===== config.mk =====
export PLATFORM = sky130hd
export DESIGN_NAME = instr_mem_writer_flat
export DESIGN_NICKNAME = d
export VERILOG_FILES = /design/src/rtl/isa_pkg.sv /design/src/rtl/instr_mem_writer_if.sv /design/src/rtl/instr_pack.sv /design/src/rtl/instr_mem_writer.sv /design/src/flat_wrapper.sv
export SDC_FILE = /design/constraint.sdc
export NUM_CORES = 1
export LEC_CHECK = 0
export ABC_AREA = 1
export CORE_MARGIN = 5
export CORE_UTILIZATION = 40
export DETAILED_ROUTE_END_ITERATION = 16
export GPL_TIMING_DRIVEN = 0
export PLACE_DENSITY_LB_ADDON = 0.2
export SYNTH_ARGS = -nofsm -noshare
export SYNTH_HDL_FRONTEND = slang
export SYNTH_SLANG_ARGS = --single-unit
export TNS_END_PERCENT = 30

===== constraint.sdc =====
create_clock -name clk -period 3.6 [get_ports clk]
set_clock_uncertainty 0.15 [all_clocks]
set_input_delay 0.72 -clock clk [delete_from_list [all_inputs] [get_ports clk]]
set_output_delay 0.72 -clock clk [all_outputs]
set_load 0.005 [all_outputs]

===== src/rtl/isa_pkg.sv =====
// Shared ISA definitions for the instruction-memory loader: formats, FSM states,
// opcode constants, field positions and the word packing helper.
package isa_pkg;

    typedef enum logic [1:0] {
        FMT_R   = 2'd0,
        FMT_I   = 2'd1,
        FMT_J   = 2'd2,
        FMT_BAD = 2'd3
    } fmt_e;

    typedef enum logic [1:0] {
        S_IDLE   = 2'd0,
        S_WRITE  = 2'd1,
        S_VERIFY = 2'd2,
        S_FULL   = 2'd3
    } state_e;

    localparam logic [5:0] OP_R = 6'd0;
    localparam logic [5:0] OP_J = 6'd2;

    localparam int OP_LSB    = 26;
    localparam int RS_LSB    = 21;
    localparam int RT_LSB    = 16;
    localparam int RD_LSB    = 11;
    localparam int SHAMT_LSB = 6;
    localparam int FUNCT_LSB = 0;

    // R words carry OP_R regardless of the opcode input so the dump monitor classifies them as R.
    function automatic logic [31:0] pack_word(
        input fmt_e        fmt,
        input logic [5:0]  opcode,
        input logic [4:0]  rs,
        input logic [4:0]  rt,
        input logic [4:0]  rd,
        input logic [4:0]  shamt,
        input logic [5:0]  funct,
        input logic [15:0] imm,
        input logic [25:0] target
    );
        logic [31:0] w;
        w = '0;
        case (fmt)
            FMT_R: w = (32'(OP_R) << OP_LSB) | (32'(rs) << RS_LSB) | (32'(rt) << RT_LSB)
                     | (32'(rd) << RD_LSB) | (32'(shamt) << SHAMT_LSB) | (32'(funct) << FUNCT_LSB);
            FMT_I: w = (32'(opcode) << OP_LSB) | (32'(rs) << RS_LSB) | (32'(rt) << RT_LSB)
                     | 32'(imm);
            FMT_J: w = (32'(opcode) << OP_LSB) | 32'(target);
            default: w = '0;
        endcase
        return w;
    endfunction

endpackage


===== src/rtl/instr_mem_writer_if.sv =====
// Field-bundle handshake plus instruction-memory bus for the loader.
interface instr_mem_writer_if;
    // Handshake: a bundle transfers on a rising clk edge where in_valid && in_ready;
    // the source holds in_valid and all fields stable until that edge.
    logic        in_valid;
    logic        in_ready;
    logic [1:0]  in_fmt;
    logic [5:0]  opcode;
    logic [4:0]  rs;
    logic [4:0]  rt;
    logic [4:0]  rd;
    logic [4:0]  shamt;
    logic [5:0]  funct;
    logic [15:0] imm;
    logic [25:0] target;
    logic [31:0] address;
    logic [31:0] memIn;
    logic        write;
    logic        read;
    logic [31:0] memOut;

    modport slave (
        input  in_valid, in_fmt, opcode, rs, rt, rd, shamt, funct, imm, target, memOut,
        output in_ready, address, memIn, write, read
    );

    modport master (
        output in_valid, in_fmt, opcode, rs, rt, rd, shamt, funct, imm, target, memOut,
        input  in_ready, address, memIn, write, read
    );
endinterface


===== src/rtl/instr_pack.sv =====
// Combinational R/I/J field packing and legality check.
module instr_pack
    import isa_pkg::*;
(
    input  fmt_e        fmt_i,
    input  logic [5:0]  opcode_i,
    input  logic [4:0]  rs_i,
    input  logic [4:0]  rt_i,
    input  logic [4:0]  rd_i,
    input  logic [4:0]  shamt_i,
    input  logic [5:0]  funct_i,
    input  logic [15:0] imm_i,
    input  logic [25:0] target_i,
    output logic [31:0] word_o,
    output logic        legal_o
);

    assign word_o = pack_word(fmt_i, opcode_i, rs_i, rt_i, rd_i, shamt_i, funct_i, imm_i, target_i);

    // I words must not carry an opcode the reader would decode as R or J.
    always_comb begin
        legal_o = 1'b0;
        case (fmt_i)
            FMT_R:   legal_o = 1'b1;
            FMT_I:   legal_o = (opcode_i != OP_R) && (opcode_i != OP_J);
            FMT_J:   legal_o = (opcode_i == OP_J);
            default: legal_o = 1'b0;
        endcase
    end

endmodule


===== src/rtl/instr_mem_writer.sv =====
// Sequential instruction-memory loader: packs field bundles and writes them from BASE_ADDR.
// Optional read-back check of every word is enabled by defining WRITE_VERIFY_EN.
module instr_mem_writer
    import isa_pkg::*;
#(
    parameter logic [31:0] BASE_ADDR   = 32'd128,
    parameter int          DEPTH_WORDS = 256
)
(
    input  logic               clk,
    input  logic               rst_n,
    input  logic               start,
    instr_mem_writer_if.slave  bus,
    output logic [15:0]        count,
    output logic               full,
    output logic               err,
    output state_e             state_o
);

    localparam logic [15:0] DEPTH_CNT = 16'(DEPTH_WORDS);

    state_e      state_q;
    logic [31:0] addr_q, addr_d;
    logic [31:0] mem_in_q;
    logic        write_q, read_q, full_q, err_q;
    logic [15:0] count_q, count_d;
    logic [31:0] word;
    logic        legal;
    logic        hs;

    instr_pack u_pack (
        .fmt_i    (fmt_e'(bus.in_fmt)),
        .opcode_i (bus.opcode),
        .rs_i     (bus.rs),
        .rt_i     (bus.rt),
        .rd_i     (bus.rd),
        .shamt_i  (bus.shamt),
        .funct_i  (bus.funct),
        .imm_i    (bus.imm),
        .target_i (bus.target),
        .word_o   (word),
        .legal_o  (legal)
    );

    assign bus.in_ready = (state_q == S_IDLE) && !start;
    assign hs           = bus.in_valid && bus.in_ready;
    assign count_d      = count_q + 16'd1;
    assign addr_d       = addr_q + 32'd4;

    always_ff @(posedge clk or negedge rst_n) begin
        if (!rst_n) begin
            state_q  <= S_IDLE;
            addr_q   <= BASE_ADDR;
            mem_in_q <= '0;
            write_q  <= 1'b0;
            read_q   <= 1'b0;
            count_q  <= '0;
            full_q   <= 1'b0;
            err_q    <= 1'b0;
        end else if (start) begin
            // Rewind wins over everything, including a write or verify in flight.
            state_q <= S_IDLE;
            addr_q  <= BASE_ADDR;
            write_q <= 1'b0;
            read_q  <= 1'b0;
            count_q <= '0;
            full_q  <= 1'b0;
            err_q   <= 1'b0;
        end else begin
            write_q <= 1'b0;
            read_q  <= 1'b0;
            case (state_q)
                S_IDLE: begin
                    if (hs) begin
                        if (legal) begin
                            mem_in_q <= word;
                            write_q  <= 1'b1;
                            state_q  <= S_WRITE;
                        end else begin
                            err_q <= 1'b1;
                        end
                    end
                end
`ifdef WRITE_VERIFY_EN
                S_WRITE: begin
                    read_q  <= 1'b1;
                    state_q <= S_VERIFY;
                end
                S_VERIFY: begin
                    if (bus.memOut != mem_in_q) err_q <= 1'b1;
                    addr_q  <= addr_d;
                    count_q <= count_d;
                    if (count_d == DEPTH_CNT) begin
                        full_q  <= 1'b1;
                        state_q <= S_FULL;
                    end else begin
                        state_q <= S_IDLE;
                    end
                end
`else
                S_WRITE: begin
                    addr_q  <= addr_d;
                    count_q <= count_d;
                    if (count_d == DEPTH_CNT) begin
                        full_q  <= 1'b1;
                        state_q <= S_FULL;
                    end else begin
                        state_q <= S_IDLE;
                    end
                end
`endif
                S_FULL: state_q <= S_FULL;
                default: state_q <= S_IDLE;
            endcase
        end
    end

`ifndef WRITE_VERIFY_EN
    logic unused_mem_out;
    assign unused_mem_out = ^bus.memOut;
`endif

    assign bus.address = addr_q;
    assign bus.memIn   = mem_in_q;
    assign bus.write   = write_q;
    assign bus.read    = read_q;
    assign count       = count_q;
    assign full        = full_q;
    assign err         = err_q;
    assign state_o     = state_q;

endmodule


===== src/flat_wrapper.sv =====
// flat-port wrapper written by rule: the top's interface ports become plain ports
module instr_mem_writer_flat import isa_pkg::*;
#(
    parameter logic [31:0] BASE_ADDR   = 32'd128,
    parameter int          DEPTH_WORDS = 256
)
  (clk, rst_n, start, count, full, err, state_o, bus_in_valid, bus_in_fmt, bus_opcode, bus_rs, bus_rt, bus_rd, bus_shamt, bus_funct, bus_imm, bus_target, bus_memOut, bus_in_ready, bus_address, bus_memIn, bus_write, bus_read);
  instr_mem_writer_if bus_i ();
  input  logic clk;
  input  logic rst_n;
  input  logic start;
  output logic [15:0] count;
  output logic full;
  output logic err;
  output state_e state_o;
  input wire logic [$bits(bus_i.in_valid)-1:0] bus_in_valid;
  input wire logic [$bits(bus_i.in_fmt)-1:0] bus_in_fmt;
  input wire logic [$bits(bus_i.opcode)-1:0] bus_opcode;
  input wire logic [$bits(bus_i.rs)-1:0] bus_rs;
  input wire logic [$bits(bus_i.rt)-1:0] bus_rt;
  input wire logic [$bits(bus_i.rd)-1:0] bus_rd;
  input wire logic [$bits(bus_i.shamt)-1:0] bus_shamt;
  input wire logic [$bits(bus_i.funct)-1:0] bus_funct;
  input wire logic [$bits(bus_i.imm)-1:0] bus_imm;
  input wire logic [$bits(bus_i.target)-1:0] bus_target;
  input wire logic [$bits(bus_i.memOut)-1:0] bus_memOut;
  output wire logic [$bits(bus_i.in_ready)-1:0] bus_in_ready;
  output wire logic [$bits(bus_i.address)-1:0] bus_address;
  output wire logic [$bits(bus_i.memIn)-1:0] bus_memIn;
  output wire logic [$bits(bus_i.write)-1:0] bus_write;
  output wire logic [$bits(bus_i.read)-1:0] bus_read;
  assign bus_i.in_valid = bus_in_valid;
  assign bus_i.in_fmt = bus_in_fmt;
  assign bus_i.opcode = bus_opcode;
  assign bus_i.rs = bus_rs;
  assign bus_i.rt = bus_rt;
  assign bus_i.rd = bus_rd;
  assign bus_i.shamt = bus_shamt;
  assign bus_i.funct = bus_funct;
  assign bus_i.imm = bus_imm;
  assign bus_i.target = bus_target;
  assign bus_i.memOut = bus_memOut;
  assign bus_in_ready = bus_i.in_ready;
  assign bus_address = bus_i.address;
  assign bus_memIn = bus_i.memIn;
  assign bus_write = bus_i.write;
  assign bus_read = bus_i.read;
  instr_mem_writer #(.BASE_ADDR(BASE_ADDR), .DEPTH_WORDS(DEPTH_WORDS)) u_core (.clk(clk), .rst_n(rst_n), .start(start), .bus(bus_i), .count(count), .full(full), .err(err), .state_o(state_o));
endmodule

==> summary.txt <==
Status
  – Status: complete, no violations

Floorplan
  – Top Ports: 199
  – # rows: 39
  – Die height: 117 um
  – Core area: approximately 11000 um^2
  – Die X: ~120 um
  – Initial Util: 0.405
  – Die area: approximately 14000 um^2

Logic synthesis
  – Yosys top cell area share: 0.446
  – Netlist area before placement: 4600 um^2
  – Count leader, synth: nand2_1
  – Ys flop type: dfrtp_1
  – Synth cell count leaders: 157 x nand2_1, 82 x dfrtp_1, 76 x inv_1, 57 x nand3_1, 53 x o21ai_0
  – Yosys warns: 0
  – Synth area leader: dfrtp_1
  – FF+latch count, synth: 83
  – Synth area leaders: dfrtp_1 45%, nand2_1 13%, nand3_1 6.2%
  – Sequential share of the synthesized area: 0.451
  – Synth cell types: 41
  – Mean Syn Cell Area: 7.44 um^2
  – Async SR Flop Fraction: 1.00
  – Mapped Cells: 619
  – Number of synthesized flops with an enable pin: 0

Critical path
  – Worst setup SP type: input pin
  – CP peak stage delay: approximately 570 ps
  – Critical path's top delay family: buffers and inverters
  – Critical path's slowest cell: clkdlybuf4s50_1
  – Most numerous cell on the critical path: clkdlybuf4s50_1
  – Arr. time, crit path: 2170 ps
  – WS Path Type: in2out
  – Buf+Inv Stages, Crit Path: 2
  – Critical Path, Cell by Cell: clkdlybuf4s50_1 -> nor3_2 -> clkdlybuf4s50_1
  – CP required: between 2000 and 3000 ps
  – Worst setup EP type: primary output
  – Max FO, Critical Path: 5

Routing
  – Number of routed nets with antenna violations: 0
  – # DRC: 0
  – Iter 0 DRT Violations: ~360
  – Final wirelength: 13800 um
  – TritonRoute pass-1 iters: 5
  – Vias per cell: 5.05
  – DR WL/cell: 14.6 um
  – Vias post-DR: ~4.8k

Cells and area
  – Antenna diode count: 0
  – Register Area: 2080 um^2
  – Multi-input logic area: 2100 um^2
  – Final core utilization: 0.592
  – Synth-to-Final Area Change: 46.2%
  – Final non-filler cell total: ~940
  – Layout net count: 910
  – Layout cells sized above 1: 0.0674
  – Fillcell total: 1032

Power
  – Power, Total: 2.35 mW
  – Peak supply drop: between 200 and 300 uV
  – Power Dens Cells: ~350 nW/um^2
  – Pleak: roughly 3 nW

Clocking
  – Clk_lat worst skew: 330 ps
  – Cts hold-fix bufs: 0
  – Clock Tree Buf Depth: 2
  – Total CTS buffers: 9
  – CTS resizes: 0
  – Sink Count: 83
  – H-tree levels: 3
  – Root Buffer: clkbuf_16
  – Clock slew at reported path FFs: 60 ps
  – Post-CTS setup buffer count: 0
  – CTS tree: yes

Timing
  – Worst Slack Setup Final: 565 ps
  – Final Max Tran Viols: 0
  – Fin. Hold Viols: 0
  – Worst Tran Pin Value: 577 ps
  – Final Cycle Share: 0.843
  – Fin Hold WS: 209 ps
  – Max-slew headroom: 0.616
  – Setup Viol. Count Final: 0
  – Min Clock Period, post-route: 3040 ps
  – RSZ-0062 raised after global routing: no
  – Fmax: 329 MHz

Min path
  – Class of the worst hold path: in2async

Placement
  – GPL Wtd Cong: roughly 0.86
  – IO buf count: 163
  – DP Worst Slack: 538 ps
  – Hpwl dp: 10800 um
  – Cells after DPL: 928

Global route
  – Total track usage: 0.206
  – Pin count of the biggest net entering global routing: 44
  – Grt total ovfl: 0
  – First-pass GRT wire length: around 23000 um
  – Initial antenna violation count: 0
  – Vias in the first global route: 4677

Job
  – Maximum Capacitance Violations: 0
path summary, 6_finish.rpt:
path,startpoint,endpoint,slack [ps],depth (start not counted)
max in group asynchronous,rst_n,u_core.bus.address[7],2440,2
worst max register to register,u_core.state_o[0],u_core.bus.address[21],1560,11
worst min register to register,u_core.bus.memIn[18],u_core.bus.memIn[18],320,2
worst max-delay path,start,bus_in_ready,560,3
worst min-delay path,rst_n,u_core.bus.address[12],210,1
min in group clk,u_core.bus.memIn[18],u_core.bus.memIn[18],320,2
worst register-to-register path, cell delays in order, from the launching register on:
cell,delay [ps]
dfrtp_1,400
inv_1,80
nor2_2,220
inv_2,150
nand2_2,160
nand2_1,70
inv_1,90
nand4_1,80
nor2_1,250
nand2_1,130
nor2_1,110
a21oi_1,50
cell families after synthesis:
family                     Yosys count  synth area share
and+or+nand+nor                    300             0.297
AOI/OAI and AO/OA                  122             0.142
buffers and inverters              106            0.0940
DFF                                 83             0.451
xor gates and xnor gates             5           0.00951
adders and majority gates            2           0.00544
other                                1          0.000815
registers in the layout, indices dropped and copies added (netlist names):
name,count
u_core.bus.memIn,32
u_core.full,1
u_core.state_o,2
u_core.bus.address,30
u_core.count,16
u_core.bus.write,1
u_core.err,1
metal layers:
metal,up-vias,share of wire,GRT usage,routed length [um]
met5,-,0,0,0
met4,0,0.011,0.0566,146
met3,12,0.090,0.0607,1240
met2,169,0.48,0.340,6670
met1,2203,0.42,0.263,5730
li1,2383,-,-,-
where the power goes:
part	internal [mW]	leakage [nW]	switching [mW]
clock	0.543	0.146	0.349
sequential	0.999	1.12	0.0419
combinational	0.243	1.74	0.175
total	1.78	3.00	0.566
layout make-up:
class | count | share of cell area
well taps | 143 | 0.0266
repair buffers | 164 | 0.245
plain buffers | 24 | 0.0186
multi-input cells | 432 | 0.312
inverters | 82 | 0.0457
clock buffers | 15 | 0.0428
clock inverters | 1 | 0.000743
flip-flops and latches | 83 | 0.309
placed cells by master, fill, tap and decap left out, types with 3 or more instances in the layout:
master / count
clkdlybuf4s50_1: 162
o31ai_1: 3
nor2_4: 4
clkbuf_8: 4
o21ai_0: 53
buf_2: 7
nor2_2: 4
clkbuf_1: 14
nand4_1: 16
conb_1: 3
clkbuf_16: 9
o21ai_1: 15
nor3_1: 5
nand3_2: 3
dfrtp_1: 82
nand3_1: 57
nand2_1: 157
o22ai_1: 5
inv_1: 76
inv_2: 6
a21oi_1: 36
xor2_1: 4
buf_4: 4
nor2_1: 42
metrics by stage:
step / cell area, um^2 / TNS, ps
final: 6730 / 0
after global routing: 6730 / 0
after CTS: 6730 / 0
after detailed placement: 6440 / 0
after global placement: 6420 / -110200
after floorplan: 4610 / 0
(Power assumes the default switching activity.)
